[config.mk]
export PLATFORM = sky130hd
export DESIGN_NAME = des_block_bridge
export DESIGN_NICKNAME = d
export VERILOG_FILES = /design/src/rtl/des_bridge_pkg.sv /design/src/rtl/byte_counter.sv /design/src/rtl/des_block_bridge.sv
export SDC_FILE = /design/constraint.sdc
export NUM_CORES = 1
export LEC_CHECK = 0
export ABC_AREA = 1
export BUFFER_PORTS_ARGS = -buffer_cell sky130_fd_sc_hd__buf_4
export CAP_MARGIN = 5
export CORE_MARGIN = 5
export CORE_UTILIZATION = 60
export CTS_BUF_LIST = sky130_fd_sc_hd__clkbuf_8
export CTS_CLUSTER_SIZE = 10
export DETAILED_ROUTE_END_ITERATION = 7
export PLACE_DENSITY = 0.88
export SLEW_MARGIN = 10
export SYNTH_ARGS = -nofsm -noshare
export SYNTH_HDL_FRONTEND = slang
export SYNTH_SLANG_ARGS = --single-unit
[constraint.sdc]
create_clock -name clk -period 2.2 [get_ports clk]
set_input_delay 0.22 -clock clk [delete_from_list [all_inputs] [get_ports clk]]
set_output_delay 0.22 -clock clk [all_outputs]
set_load 0.01 [all_outputs]
[src/rtl/des_bridge_pkg.sv]
`default_nettype none
// ============================================================================
//  Module      : des_bridge_pkg
//  Description : Shared types and sizes for the DES byte/block bridge.
//  Revision    : 1.0 - initial release
// ============================================================================
package des_bridge_pkg;

    localparam int BLOCK_BYTES = 8;
    localparam int BYTE_W      = 8;
    localparam int BLOCK_W     = BLOCK_BYTES * BYTE_W;

    // Bridge control states; FILL is the idle/accepting state.
    typedef enum logic [2:0] {
        FILL      = 3'd0,
        LAUNCH    = 3'd1,
        WAIT_CORE = 3'd2,
        ACK       = 3'd3,
        DRAIN     = 3'd4
    } bridge_state_t;

endpackage
`default_nettype wire

[src/rtl/byte_counter.sv]
`default_nettype none
// ============================================================================
//  Module      : byte_counter
//  Description : 3-bit byte position counter shared by block fill and drain.
//                rollover flags the last byte of a block.
//  Revision    : 1.0 - initial release
// ============================================================================
module byte_counter (
    input  logic clk,
    input  logic n_rst,
    input  logic clear,
    input  logic count_enable,
    output logic rollover
);

    localparam logic [2:0] c_last = 3'd7;

    logic [2:0] r_count;

    // Count accepted bytes; clear takes priority so a state entry always starts at 0.
    always_ff @(posedge clk or negedge n_rst) begin
        if (!n_rst) begin
            r_count <= 3'd0;
        end else if (clear) begin
            r_count <= 3'd0;
        end else if (count_enable) begin
            r_count <= r_count + 3'd1;
        end
    end

    assign rollover = (r_count == c_last);

endmodule
`default_nettype wire

[src/rtl/des_block_bridge.sv]
`default_nettype none
// ============================================================================
//  Module      : des_block_bridge
//  Description : Packs eight bytes into a 64-bit block for the DES core,
//                captures the processed block and streams it back out as
//                eight bytes. A stalled core is abandoned after CORE_TIMEOUT
//                cycles (0 disables the timeout).
//  Revision    : 1.0 - initial release
// ============================================================================
module des_block_bridge
    import des_bridge_pkg::*;
#(
    parameter int CORE_TIMEOUT = 1023
) (
    input  logic               clk,
    input  logic               n_rst,
    input  logic [BYTE_W-1:0]  rx_byte,
    input  logic               rx_byte_valid,
    output logic               rx_byte_ready,
    output logic [BLOCK_W-1:0] rcv_data,
    output logic               rcv_data_ready,
    input  logic [BLOCK_W-1:0] trans_data,
    input  logic               trans_data_ready,
    output logic               handshake_ack,
    output logic [BYTE_W-1:0]  tx_byte,
    output logic               tx_byte_valid,
    input  logic               tx_byte_ready,
    output logic               core_timeout
);

    // A zero timeout still needs a legal one-bit counter.
    localparam int              TO_W      = (CORE_TIMEOUT > 0) ? $clog2(CORE_TIMEOUT + 1) : 1;
    localparam bit              c_to_en   = (CORE_TIMEOUT != 0);
    localparam logic [TO_W-1:0] c_to_last = (CORE_TIMEOUT > 0) ? TO_W'(CORE_TIMEOUT - 1) : '0;

    bridge_state_t        r_state;
    bridge_state_t        w_next_state;
    logic [BLOCK_W-1:0]   r_rcv_data;
    logic [BLOCK_W-1:0]   r_tx_data;
    logic [TO_W-1:0]      r_to_cnt;
    logic                 r_core_timeout;
    logic                 w_rx_fire;
    logic                 w_tx_fire;
    logic                 w_capture;
    logic                 w_timeout_hit;
    logic                 w_rollover;
    logic                 w_cnt_en;
    logic                 w_cnt_clr;

    // The counter sits at CORE_TIMEOUT-1 during the CORE_TIMEOUT-th wait cycle.
    assign w_timeout_hit = c_to_en && (r_to_cnt == c_to_last);
    assign w_rx_fire     = rx_byte_valid && rx_byte_ready;
    assign w_tx_fire     = tx_byte_valid && tx_byte_ready;
    assign w_capture     = (r_state == WAIT_CORE) && trans_data_ready;

    byte_counter u_byte_counter (
        .clk          (clk),
        .n_rst        (n_rst),
        .clear        (w_cnt_clr),
        .count_enable (w_cnt_en),
        .rollover     (w_rollover)
    );

    // State register.
    always_ff @(posedge clk or negedge n_rst) begin
        if (!n_rst) begin
            r_state <= FILL;
        end else begin
            r_state <= w_next_state;
        end
    end

    // Next-state decode; a core response beats a simultaneous timeout.
    always_comb begin
        w_next_state = r_state;
        case (r_state)
            FILL:      if (w_rx_fire && w_rollover) w_next_state = LAUNCH;
            LAUNCH:    w_next_state = WAIT_CORE;
            WAIT_CORE: begin
                if (trans_data_ready)   w_next_state = ACK;
                else if (w_timeout_hit) w_next_state = FILL;
            end
            ACK:       w_next_state = DRAIN;
            DRAIN:     if (w_tx_fire && w_rollover) w_next_state = FILL;
            default:   w_next_state = FILL;
        endcase
    end

    // Output and counter-control decode from the registered state only.
    always_comb begin
        rx_byte_ready  = 1'b0;
        rcv_data_ready = 1'b0;
        handshake_ack  = 1'b0;
        tx_byte_valid  = 1'b0;
        case (r_state)
            FILL:    rx_byte_ready  = 1'b1;
            LAUNCH:  rcv_data_ready = 1'b1;
            ACK:     handshake_ack  = 1'b1;
            DRAIN:   tx_byte_valid  = 1'b1;
            default: ;
        endcase
        w_cnt_en  = w_rx_fire || w_tx_fire;
        w_cnt_clr = (w_next_state != r_state) &&
                    ((w_next_state == FILL) || (w_next_state == DRAIN));
    end

    // Inbound block: first byte ends up in the top byte after eight shifts.
    always_ff @(posedge clk or negedge n_rst) begin
        if (!n_rst) begin
            r_rcv_data <= '0;
        end else if (w_rx_fire) begin
            r_rcv_data <= {r_rcv_data[BLOCK_W-BYTE_W-1:0], rx_byte};
        end
    end

    // Outbound block: load on capture, then shift the sent byte out of the top.
    always_ff @(posedge clk or negedge n_rst) begin
        if (!n_rst) begin
            r_tx_data <= '0;
        end else if (w_capture) begin
            r_tx_data <= trans_data;
        end else if (w_tx_fire) begin
            r_tx_data <= {r_tx_data[BLOCK_W-BYTE_W-1:0], {BYTE_W{1'b0}}};
        end
    end

    // Core wait timer and the registered abandon pulse.
    always_ff @(posedge clk or negedge n_rst) begin
        if (!n_rst) begin
            r_to_cnt       <= '0;
            r_core_timeout <= 1'b0;
        end else begin
            r_core_timeout <= (r_state == WAIT_CORE) && !trans_data_ready && w_timeout_hit;
            if ((r_state == WAIT_CORE) && !w_timeout_hit) begin
                r_to_cnt <= r_to_cnt + TO_W'(1);
            end else begin
                r_to_cnt <= '0;
            end
        end
    end

    assign rcv_data     = r_rcv_data;
    assign tx_byte      = r_tx_data[BLOCK_W-1 -: BYTE_W];
    assign core_timeout = r_core_timeout;

endmodule
`default_nettype wire

==> results_dict.tcl <==
set metrics [dict create \
    grt_pass1_wl_um 26100 \
    seq_area_frac_synth_pct 57.4 \
    clock-root-buffer "clkbuf_8" \
    chipWidth_um 113 \
    slew_viol_final 0 \
    crit_type "flop to flop" \
    multi_input_area_um2 2180 \
    n_fill_cell 685 \
    min_path_type "primary input to flop" \
    critPathLaunchType "flop" \
    rows 37 \
    postCtsSetupBuffers 0 \
    power_switching_mw 4.42 \
    synth_top_area_cell "dfrtp_1" \
    vdd_drop_max_v 0.000990 \
    p_seq_share_pct 40.7 \
    antenna_cells 0 \
    grt_usage_pct 25.7 \
    post-route-drc-count 0 \
    grt-ovfl-total 0 \
    vias 5211 \
    clock_path_buffers 2 \
    start_util_pct 61.3 \
    rsz0062_at_grt "false" \
    p_sw_share_pct 38.1 \
    synth_cell_types 28 \
    post_drt_wl_per_cell_um 15.5 \
    grt_max_degree 81 \
    cp_slowest_cell "dfrtp_1" \
    cts_made_buffers 17 \
    synth_seq_cells 145 \
    pwr_density_cell_nw_per_um2 1440 \
    slowest_delay_ns 0.45 \
    cp_max_fo 52 \
    drt.antenna.violating_nets 0 \
    place_area_um2 7480 \
    maxSlewHeadroom_pct 66.8 \
    worstSkewPairLatency_ns 0.44 \
    drv_cap 0 \
    pre_cts_ws_ns 0.329 \
    drive_above_1_share_pct 26.7 \
    finalHoldViolCount 0 \
    io_buffers 153 \
    path_cells "nor2_4, nand3_4, nand2_2, buf_12, o21ai_0, o21ai_0" \
    final_nets 927 \
    cts_tree "built" \
    netlist_instances 697 \
    grt_pass1_vias 5447 \
    p_leak_nw 3.98 \
    worstPathArrival_ns 2.21 \
    ios 154 \
    critPathCaptureType "flop" \
    ys_top_cells_by_area "dfrtp_1, nand2_1, o21ai_0" \
    yosysWarnings 0 \
    drt-initial-drc-count 391 \
    fin_crit_sh_pct 84.7 \
    drt-vias-per-instance 5.24 \
    power_mw 11.6 \
    p_int_mw 7.18 \
    syn_nets 778 \
    fmax_mhz 537 \
    clock_skew_ns 0.0126 \
    die_area_um2 12700 \
    fin_setup_tns_ns 0 \
    clkSlewWorstSetupHoldPaths_ns 0.08 \
    gp_congestion 0.816 \
    avgSynthCellArea_um2 9.07 \
    antenna_found_initial 0 \
    totalWireLength_um 15400 \
    layout_setup_ws_ns 0.337 \
    htree_levels 4 \
    required_ns 2.55 \
    fp.dieH_um 113 \
    worstMarginPinSlew_ns 0.498 \
    drt-pass1-iter-count 5 \
    core_area_um2 10300 \
    syn2layout_area_growth_pct 27.0 \
    synth_top_area_share_pct 57.4 \
    netlist_area_um2 6320 \
    cts-resized-gates 0 \
    cpMostUsedCell "o21ai_0" \
    final_util_pct 77.8 \
    fin_crit_ns 1.86 \
    finalSetupViolations 0 \
    status "finished clean" \
    clock_power_share_pct 19.1 \
    fin_area_um2 8030 \
    combinationalPowerShare_pct 40.2 \
    clock_sinks 145 \
    regArea_um2 3630 \
    dp_hpwl_um 10400 \
]
## cell type report
| type | instances | share of cell area [%] |
|---|---|---|
| flip-flops and latches | 145 | 45.2 |
| clock inverters | 14 | 2.17 |
| well taps | 136 | 2.12 |
| inverters | 59 | 2.76 |
| repair buffers | 176 | 17.5 |
| multi-input cells | 447 | 27.2 |
| clock buffers | 18 | 3.08 |
## through the flow
stage | cells | hold WS (ns)
global route | 995 | 0.00281
floorplan | 697 | -0.0756
finish | 995 | 0.0242
global placement | 950 | 0.203
CTS | 995 | 0.000288
detailed placement | 950 | 0.208
## per-layer routing
metal / GRT usage, % / vias up / share of wire [%] / routed length (µm)
met2: 42.9 / 181 / 50 / 7700
met3: 9.76 / 39 / 9.1 / 1410
met4: 9.94 / 0 / 2.5 / 386
met5: 0 / - / 0 / 0
li1: - / 2518 / - / -
met1: 30.1 / 2473 / 39 / 5950
## cells in the mapped netlist
| master | count |
|---|---|
| a21oi_2 | 30 |
| nor3b_1 | 2 |
| dfrtp_1 | 145 |
| nor3_1 | 1 |
| xor2_1 | 3 |
| nand3_4 | 2 |
| a21oi_1 | 38 |
| ha_1 | 4 |
| buf_4 | 11 |
| inv_2 | 2 |
| mux2_1 | 6 |
| nor2_4 | 1 |
| o22ai_1 | 1 |
| buf_2 | 18 |
| o21bai_1 | 1 |
| o21ai_1 | 9 |
| nand3_1 | 8 |
| nand3_2 | 1 |
| o21ai_0 | 102 |
| nor2_1 | 96 |
| nand2_1 | 139 |
| inv_1 | 57 |
| buf_6 | 7 |
| clkbuf_1 | 9 |
| nand2_2 | 1 |
| nand4_1 | 1 |
| clkbuf_2 | 1 |
| nor2_2 | 1 |
## worst paths after layout
kind | startpoint | end | slack [ns] | depth (start not counted)
min reg2reg | r_tx_data[8]$_DFFE_PN0P_ | r_tx_data[8]$_DFFE_PN0P_ | 0.48 | 2
max | r_state[1]$_DFF_PN0_ | r_tx_data[63]$_DFFE_PN0P_ | 0.34 | 6
min in group asynchronous | n_rst | rcv_data[26]$_DFFE_PN0N_ | 0.29 | 2
max reg2reg | r_state[1]$_DFF_PN0_ | r_tx_data[63]$_DFFE_PN0P_ | 0.34 | 6
max in group asynchronous | n_rst | r_tx_data[41]$_DFFE_PN0P_ | 1.13 | 3
min | rx_byte[6] | rcv_data[6]$_DFFE_PN0N_ | 0.02 | 3
## registers in the layout, summed over array words and instances, names as in the netlist
signal                  flops
core_timeout                1
r_state                     3
u_byte_counter.r_count      3
r_to_cnt                   10
rcv_data                   64
r_tx_data                  64
## repair_timing
| item | 4_1_cts | 5_1_grt |
|---|---|---|
| endpoints found under the hold margin | 65 | 0 |
| setup endpoints to repair | 0 | 0 |
| hold buffers | 13 | 0 |
## power by group through the flow
stage	Sequential, mW	Clock (mW)	Combinational [mW]
final	4.73	2.22	4.66
after global routing	4.90	2.37	5.25
after CTS	4.71	2.24	4.69
after detailed placement	4.73	0	4.63
after global placement	4.66	0	4.40
after floorplan	4.85	0	2.67
## placed cells by master, fill, tap and decap left out
cell type        n
a21oi_1         38
a21oi_2         30
buf_12           4
buf_4          158
buf_6            1
bufinv_16        4
clkbuf_8        18
clkinv_2         3
clkinv_4         1
clkinvlp_4       2
dfrtp_1        145
dlygate4sd3_1   13
ha_1             4
inv_1           61
inv_2            2
mux2_1           6
nand2_1        139
nand2_2          1
nand3_1          8
nand3_2          1
nand3_4          2
nand4_1          1
nor2_1          96
nor2_2           1
nor2_4           1
nor3_1           1
nor3b_1          2
o21ai_0        102
o21ai_1          9
o21bai_1         1
o22ai_1          1
xor2_1           3
## critical path, delay by kind of cell, from the launching register on
family | cells | cell delay, ns
DFF | 1 | 0.45
and+or+nand+nor | 3 | 0.74
AOI/OAI and AO/OA | 2 | 0.33
buffers and inverters | 1 | 0.25
## cell families after synthesis
group,synth area share [%]
fa+ha+maj,0.791
flops,57.4
buf+inv,8.09
compound gates,16.2
simple gates,16.1
mux,1.07
xor+xnor,0.416
(Power assumes the default switching activity.)
